$ cat config.mk
export PLATFORM = sky130hd
export DESIGN_NAME = pc_fetch_unit_flat
export DESIGN_NICKNAME = d
export VERILOG_FILES = /design/src/rtl/pc_fetch_unit_if.sv /design/src/rtl/pc_fetch_unit.sv /design/src/flat_wrapper.sv
export SDC_FILE = /design/constraint.sdc
export NUM_CORES = 1
export LEC_CHECK = 0
export BUFFER_PORTS_ARGS = -buffer_cell sky130_fd_sc_hd__buf_4
export CAP_MARGIN = 10
export CORE_ASPECT_RATIO = 0.7
export CORE_MARGIN = 5
export CORE_UTILIZATION = 56
export CTS_CLUSTER_SIZE = 14
export DETAILED_ROUTE_END_ITERATION = 10
export MAX_ROUTING_LAYER = met4
export PLACE_DENSITY = 0.85
export RECOVER_POWER = 25
export SYNTH_ARGS = -nofsm -noshare
export SYNTH_HDL_FRONTEND = slang
export SYNTH_SLANG_ARGS = --single-unit
$ cat constraint.sdc
create_clock -name clock -period 8.96 [get_ports clock]
set_input_delay 0.896 -clock clock [delete_from_list [all_inputs] [get_ports clock]]
set_output_delay 0.896 -clock clock [all_outputs]
set_load 0.05 [all_outputs]
$ cat src/rtl/pc_fetch_unit_if.sv
// Instruction-memory fetch bus: request/address from the fetch unit, ack/data back from memory.
interface pc_fetch_unit_if;
    logic        imem_req;
    logic [63:0] imem_addr;
    logic        imem_ack;
    logic [31:0] imem_rdata;

    modport master (output imem_req, output imem_addr, input imem_ack, input imem_rdata);
    modport slave  (input imem_req, input imem_addr, output imem_ack, output imem_rdata);
endinterface

$ cat src/rtl/pc_fetch_unit.sv
// LEGv8 PC and instruction-fetch stage feeding the control unit.
// Optional feature: define PC_ALIGN_TRAP_EN to trap misaligned jump/branch targets into HALT.
module pc_fetch_unit #(
    parameter logic [63:0] RESET_PC = 64'h0,
    parameter int          COUNT_W  = 32
) (
    input  logic                clock,
    input  logic                reset,
    input  logic [1:0]          ps,
    input  logic                ns,
    input  logic [63:0]         k_in,
    input  logic [63:0]         bus_a,
    input  logic                stall,
    pc_fetch_unit_if.master     imem,
    output logic [63:0]         pc,
    output logic [63:0]         pc_plus4,
    output logic [31:0]         instruction,
    output logic                instr_valid,
    output logic [COUNT_W-1:0]  retired,
    output logic                align_fault
);

`ifdef PC_ALIGN_TRAP_EN
    typedef enum logic [1:0] {ST_BOOT, ST_FETCH, ST_EXEC, ST_HALT} state_t;
`else
    typedef enum logic [1:0] {ST_BOOT, ST_FETCH, ST_EXEC} state_t;
`endif

    state_t              state_q, state_d;
    logic [63:0]         pc_q, pc_d;
    logic [31:0]         instr_q, instr_d;
    logic                valid_q, valid_d;
    logic [COUNT_W-1:0]  retired_q, retired_d;
    logic [63:0]         pc_plus4_w;
    logic [63:0]         target_w;
    logic [63:0]         next_pc_w;
    logic                misaligned_w;

`ifdef PC_ALIGN_TRAP_EN
    logic                fault_q, fault_d;
`endif

    assign pc_plus4_w = pc_q + 64'd4;

    always_comb begin
        target_w = pc_q;
        case (ps)
            2'b00:   target_w = pc_q;
            2'b01:   target_w = pc_plus4_w;
            2'b10:   target_w = bus_a;
            default: target_w = pc_plus4_w + (k_in << 2);
        endcase
    end

`ifdef PC_ALIGN_TRAP_EN
    // Only register/branch targets can be misaligned; PC+4 from an aligned PC never is.
    assign misaligned_w = ps[1] && (target_w[1:0] != 2'b00);
    assign next_pc_w    = target_w;
`else
    assign misaligned_w = 1'b0;
    assign next_pc_w    = target_w & ~64'h3;
`endif

    always_comb begin
        state_d   = state_q;
        pc_d      = pc_q;
        instr_d   = instr_q;
        valid_d   = valid_q;
        retired_d = retired_q;
`ifdef PC_ALIGN_TRAP_EN
        fault_d   = fault_q;
`endif
        case (state_q)
            ST_BOOT: begin
                state_d = ST_FETCH;
            end
            ST_FETCH: begin
                if (imem.imem_ack) begin
                    instr_d = imem.imem_rdata;
                    valid_d = 1'b1;
                    state_d = ST_EXEC;
                end
            end
            ST_EXEC: begin
                if (!stall) begin
                    if (misaligned_w) begin
`ifdef PC_ALIGN_TRAP_EN
                        fault_d = 1'b1;
                        valid_d = 1'b0;
                        state_d = ST_HALT;
`endif
                    end else begin
                        pc_d = next_pc_w;
                        // ns=0 marks the last cycle of this instruction: retire and refetch.
                        if (!ns) begin
                            retired_d = retired_q + COUNT_W'(1);
                            valid_d   = 1'b0;
                            state_d   = ST_FETCH;
                        end
                    end
                end
            end
`ifdef PC_ALIGN_TRAP_EN
            ST_HALT: begin
                state_d = ST_HALT;
            end
`endif
            default: begin
                state_d = ST_BOOT;
            end
        endcase
    end

    always_ff @(posedge clock or posedge reset) begin
        if (reset) begin
            state_q   <= ST_BOOT;
            pc_q      <= RESET_PC;
            instr_q   <= 32'h0;
            valid_q   <= 1'b0;
            retired_q <= '0;
        end else begin
            state_q   <= state_d;
            pc_q      <= pc_d;
            instr_q   <= instr_d;
            valid_q   <= valid_d;
            retired_q <= retired_d;
        end
    end

`ifdef PC_ALIGN_TRAP_EN
    always_ff @(posedge clock or posedge reset) begin
        if (reset) begin
            fault_q <= 1'b0;
        end else begin
            fault_q <= fault_d;
        end
    end
    assign align_fault = fault_q;
`else
    assign align_fault = 1'b0;
`endif

    // Request is decoded from the state register so an async reset drops it at once.
    assign imem.imem_req  = (state_q == ST_FETCH);
    assign imem.imem_addr = pc_q;
    assign pc             = pc_q;
    assign pc_plus4       = pc_plus4_w;
    assign instruction    = instr_q;
    assign instr_valid    = valid_q;
    assign retired        = retired_q;

endmodule

$ cat src/flat_wrapper.sv
// flat-port wrapper written by rule: the top's interface ports become plain ports
module pc_fetch_unit_flat 
#(
    parameter logic [63:0] RESET_PC = 64'h0,
    parameter int          COUNT_W  = 32
)
  (clock, reset, ps, ns, k_in, bus_a, stall, pc, pc_plus4, instruction, instr_valid, retired, align_fault, imem_imem_req, imem_imem_addr, imem_imem_ack, imem_imem_rdata);
  pc_fetch_unit_if imem_i ();
  input  logic clock;
  input  logic reset;
  input  logic [1:0] ps;
  input  logic ns;
  input  logic [63:0] k_in;
  input  logic [63:0] bus_a;
  input  logic stall;
  output logic [63:0] pc;
  output logic [63:0] pc_plus4;
  output logic [31:0] instruction;
  output logic instr_valid;
  output logic [COUNT_W-1:0] retired;
  output logic align_fault;
  output wire logic [$bits(imem_i.imem_req)-1:0] imem_imem_req;
  output wire logic [$bits(imem_i.imem_addr)-1:0] imem_imem_addr;
  input wire logic [$bits(imem_i.imem_ack)-1:0] imem_imem_ack;
  input wire logic [$bits(imem_i.imem_rdata)-1:0] imem_imem_rdata;
  assign imem_imem_req = imem_i.imem_req;
  assign imem_imem_addr = imem_i.imem_addr;
  assign imem_i.imem_ack = imem_imem_ack;
  assign imem_i.imem_rdata = imem_imem_rdata;
  pc_fetch_unit #(.RESET_PC(RESET_PC), .COUNT_W(COUNT_W)) u_core (.clock(clock), .reset(reset), .ps(ps), .ns(ns), .k_in(k_in), .bus_a(bus_a), .stall(stall), .imem(imem_i), .pc(pc), .pc_plus4(pc_plus4), .instruction(instruction), .instr_valid(instr_valid), .retired(retired), .align_fault(align_fault));
endmodule
==> results by group <==
Detailed routing
  • Drt pass-1 iters: 7
  • Vias: 13.46k
  • Post-route DRC: 0
  • DRT Wirelength: 48,530 um
  • Avg WL per Cell: 23.45 um
  • Antenna-violating nets left: 0
  • Initial DRC count: 1,411
  • Post-DR vias/cell: 6.507

Timing
  • Fmax: 164.1 MHz
  • Worst slew pin tran: 3.784 ns
  • Slew Limit Fails: 78
  • Hold slack: 0.4693 ns
  • Relative slew slack: -153.7%
  • Tcrit/Tclk final: 68.01%
  • Final Critical Period: 6.094 ns
  • Unrepaired setup endpoints after global routing: false
  • Setup Skew: 0.008540 ns
  • Final setup fails: 0
  • Final Hold Fails: 0
  • Fin Setup TNS: 0 ns

Layout
  • Commonest non-fill, non-tap cells in the layout: buf_4 (407), nand2_1 (135), a21oi_1 (131)
  • Share of cells above drive strength 1: 29.23%
  • Fillers: 1,750
  • # nets final: 2,006
  • Layout area overhead: 27.29%
  • Most common cell after layout, fill and taps aside: buf_4

Floorplanning
  • Die area: 24,820 um2
  • Std-Cell Core Area: 21,510 um2
  • Initial core utilization: 56.57%
  • Chip Width: 186.2 um
  • Die extent in y: 133.3 um
  • Ports: 426
  • Row count: 45

Global route
  • Number of global-route vias before repair: 12.80k
  • Largest net degree at the start of global routing: 78
  • Grt ovf: 0
  • Antenna violations before repair: 1
  • GRT Resource Usage Total: 38.41%
  • First-pass GRT wire length: 72,720 um

Worst setup path
  • Critical path startpoint category: register
  • Req. time, crit path: 9.26 ns
  • WP data arrival: 6.40 ns
  • CP max FO: 9
  • CP Class: reg2reg
  • Worst Reg-to-Reg Cells: 18
  • Worst Setup End Kind: register

Placed design
  • Post-DP HPWL: 36,010 um
  • IO Port Bufs: 414
  • RD Place Congestion: 0.9805

Clock network
  • # H-tree levels: 4
  • Clock sink total: 129
  • Clk_lat worst skew: 0.43 ns
  • CTS root buf: clkbuf_16
  • Post-CTS Resized: 0
  • Cts hold-fix bufs: 0
  • CTS Buffer Depth: 2
  • Post-CTS setup buffers: 0
  • Worst-path clk slew: 0.06 ns
  • TritonCTS clock tree: built
  • Number of buffers created by CTS: 17

Power and ir drop
  • Lkg Pwr: 7.080 nW
  • Worst vdd ir: 0.0003154 V
  • PD cells: 389.9 nW/um2

Hold path
  • Min-delay worst type: reg2reg
  • Hold path depth: 1

Status
  • Failing checks: capacitance limit, slew limit
  • Outcome: finished, violations left

Synth
  • Synth Cell Area: 12,170 um2
  • Syn avg cell area: 8.221 um2
  • Top FF cell, synth: dfrtp_1
  • Post-Syn Instances: 1,480
  • Asr flop ratio synth: 100.0%
  • EDFF count, synth: 0
  • Ys Warns: 0
  • Sequential share of the synthesized area: 26.53%
  • Distinct cells, synth: 83
  • Register bit count reported by yosys: 129

Run
  • Max Cap Violations: 1
[power by group]
| group | total (W) | internal, W | switching (W) |
|---|---|---|---|
| Clock | 0.000795 | 0.000503 | 0.000292 |
| Sequential | 0.00108 | 0.000774 | 0.000306 |
| Combinational | 0.00416 | 0.00132 | 0.00284 |
| Total | 0.00604 | 0.00260 | 0.00344 |
[cell families (layout without fill, tap and decap cells)]
group	after synthesis	in the layout	share of synthesized area, %
compound gates	421	421	22.94
xor+xnor	141	141	10.27
fa+ha+maj	66	66	6.849
buf+inv	178	478	7.867
flops	129	129	26.53
mux	62	62	5.564
other cells	1	8	0.03082
simple gates	482	482	19.94
[worst paths after layout]
kind                                     startpoint                         to  slack, ns
max reg2reg                u_core.imem.imem_addr[2]  u_core.imem.imem_addr[63]       2.87
min in group asynchronous                     reset     u_core.instruction[28]       1.58
min reg2reg                      u_core.retired[31]         u_core.retired[31]       0.47
min                              u_core.retired[31]         u_core.retired[31]       0.47
max                        u_core.imem.imem_addr[2]  u_core.imem.imem_addr[63]       2.87
max in group asynchronous                     reset  u_core.imem.imem_addr[39]       5.43
[registers in the layout, summed over array words and instances (netlist names)]
signal                 flops
u_core.retired            32
u_core.state_q             2
u_core.imem.imem_addr     62
u_core.instruction        32
u_core.instr_valid         1
[critical path, cell delays in order, from the launching register on]
cell	delay, ns
dfrtp_1	0.54
ha_1	0.26
and4_1	0.30
and3_1	0.41
nor4b_4	0.54
nand2_2	0.23
nor2_2	0.21
and3_1	0.22
xor2_1	0.43
ha_1	0.43
nand4_1	0.22
nor4_1	0.46
a221oi_1	0.18
o221a_2	0.33
a211oi_4	0.34
nor3_2	0.12
or2_1	0.25
a2111oi_1	0.34
o31ai_1	0.12
[synth_stat cells, drive strengths merged, types with 10 or more instances]
master	number	area [um2]
a211oi	12	102.6
a21o	36	270.3
a21oi	134	681.9
a221oi	20	175.2
a31oi	17	136.4
and2	11	68.82
and3	37	232.7
and4	14	127.6
buf	96	646.9
clkbuf	59	224.0
dfrtp	129	3228
ha	65	813.3
inv	23	86.33
mux2	45	506.7
mux2i	17	170.2
nand2	136	513.0
nand3	69	345.3
nand4	41	271.5
nor2	104	392.9
nor3	25	146.4
o21ai	91	459.2
o21bai	15	112.6
o221ai	10	87.58
o22ai	16	100.1
o31ai	13	152.6
xnor2	95	839.6
xor2	46	410.4
[layout make-up]
type	count	area, um2	area share (%)
multi-input combinational	1179	8018	51.77
sequential	129	3228	20.84
timing repair buffer	423	3147	20.32
clock buffer	20	446.7	2.884
tap	282	352.8	2.278
clock inverter	12	205.2	1.325
inverter	23	87.58	0.5655
antenna	1	2.502	0.01616
[layer usage]
layer | vias to the layer above | part of all wire, % | global-route usage [%]
met5 | - | 0 | -
met4 | 0 | 2.8 | 12.18
met3 | 113 | 11 | 7.041
met2 | 927 | 45 | 57.33
met1 | 6478 | 41 | 53.06
li1 | 5944 | - | -
[through the flow]
step / util, % / worst slack, ns / power [W] / instance area [um2] / std cells
after floorplan: - / 3.303 / 0.004126 / 12190 / 1486
after global placement: 69.09 / 3.212 / 0.005151 / 14860 / 2035
after detailed placement: 69.09 / 3.090 / 0.005197 / 14860 / 2035
after CTS: 72.12 / 3.087 / 0.006009 / 15510 / 2067
after global routing: 72.01 / 2.537 / 0.006301 / 15490 / 2069
final: 72.01 / 2.866 / 0.006039 / 15490 / 2069
No activity file was read; power rests on OpenSTA's default activity.
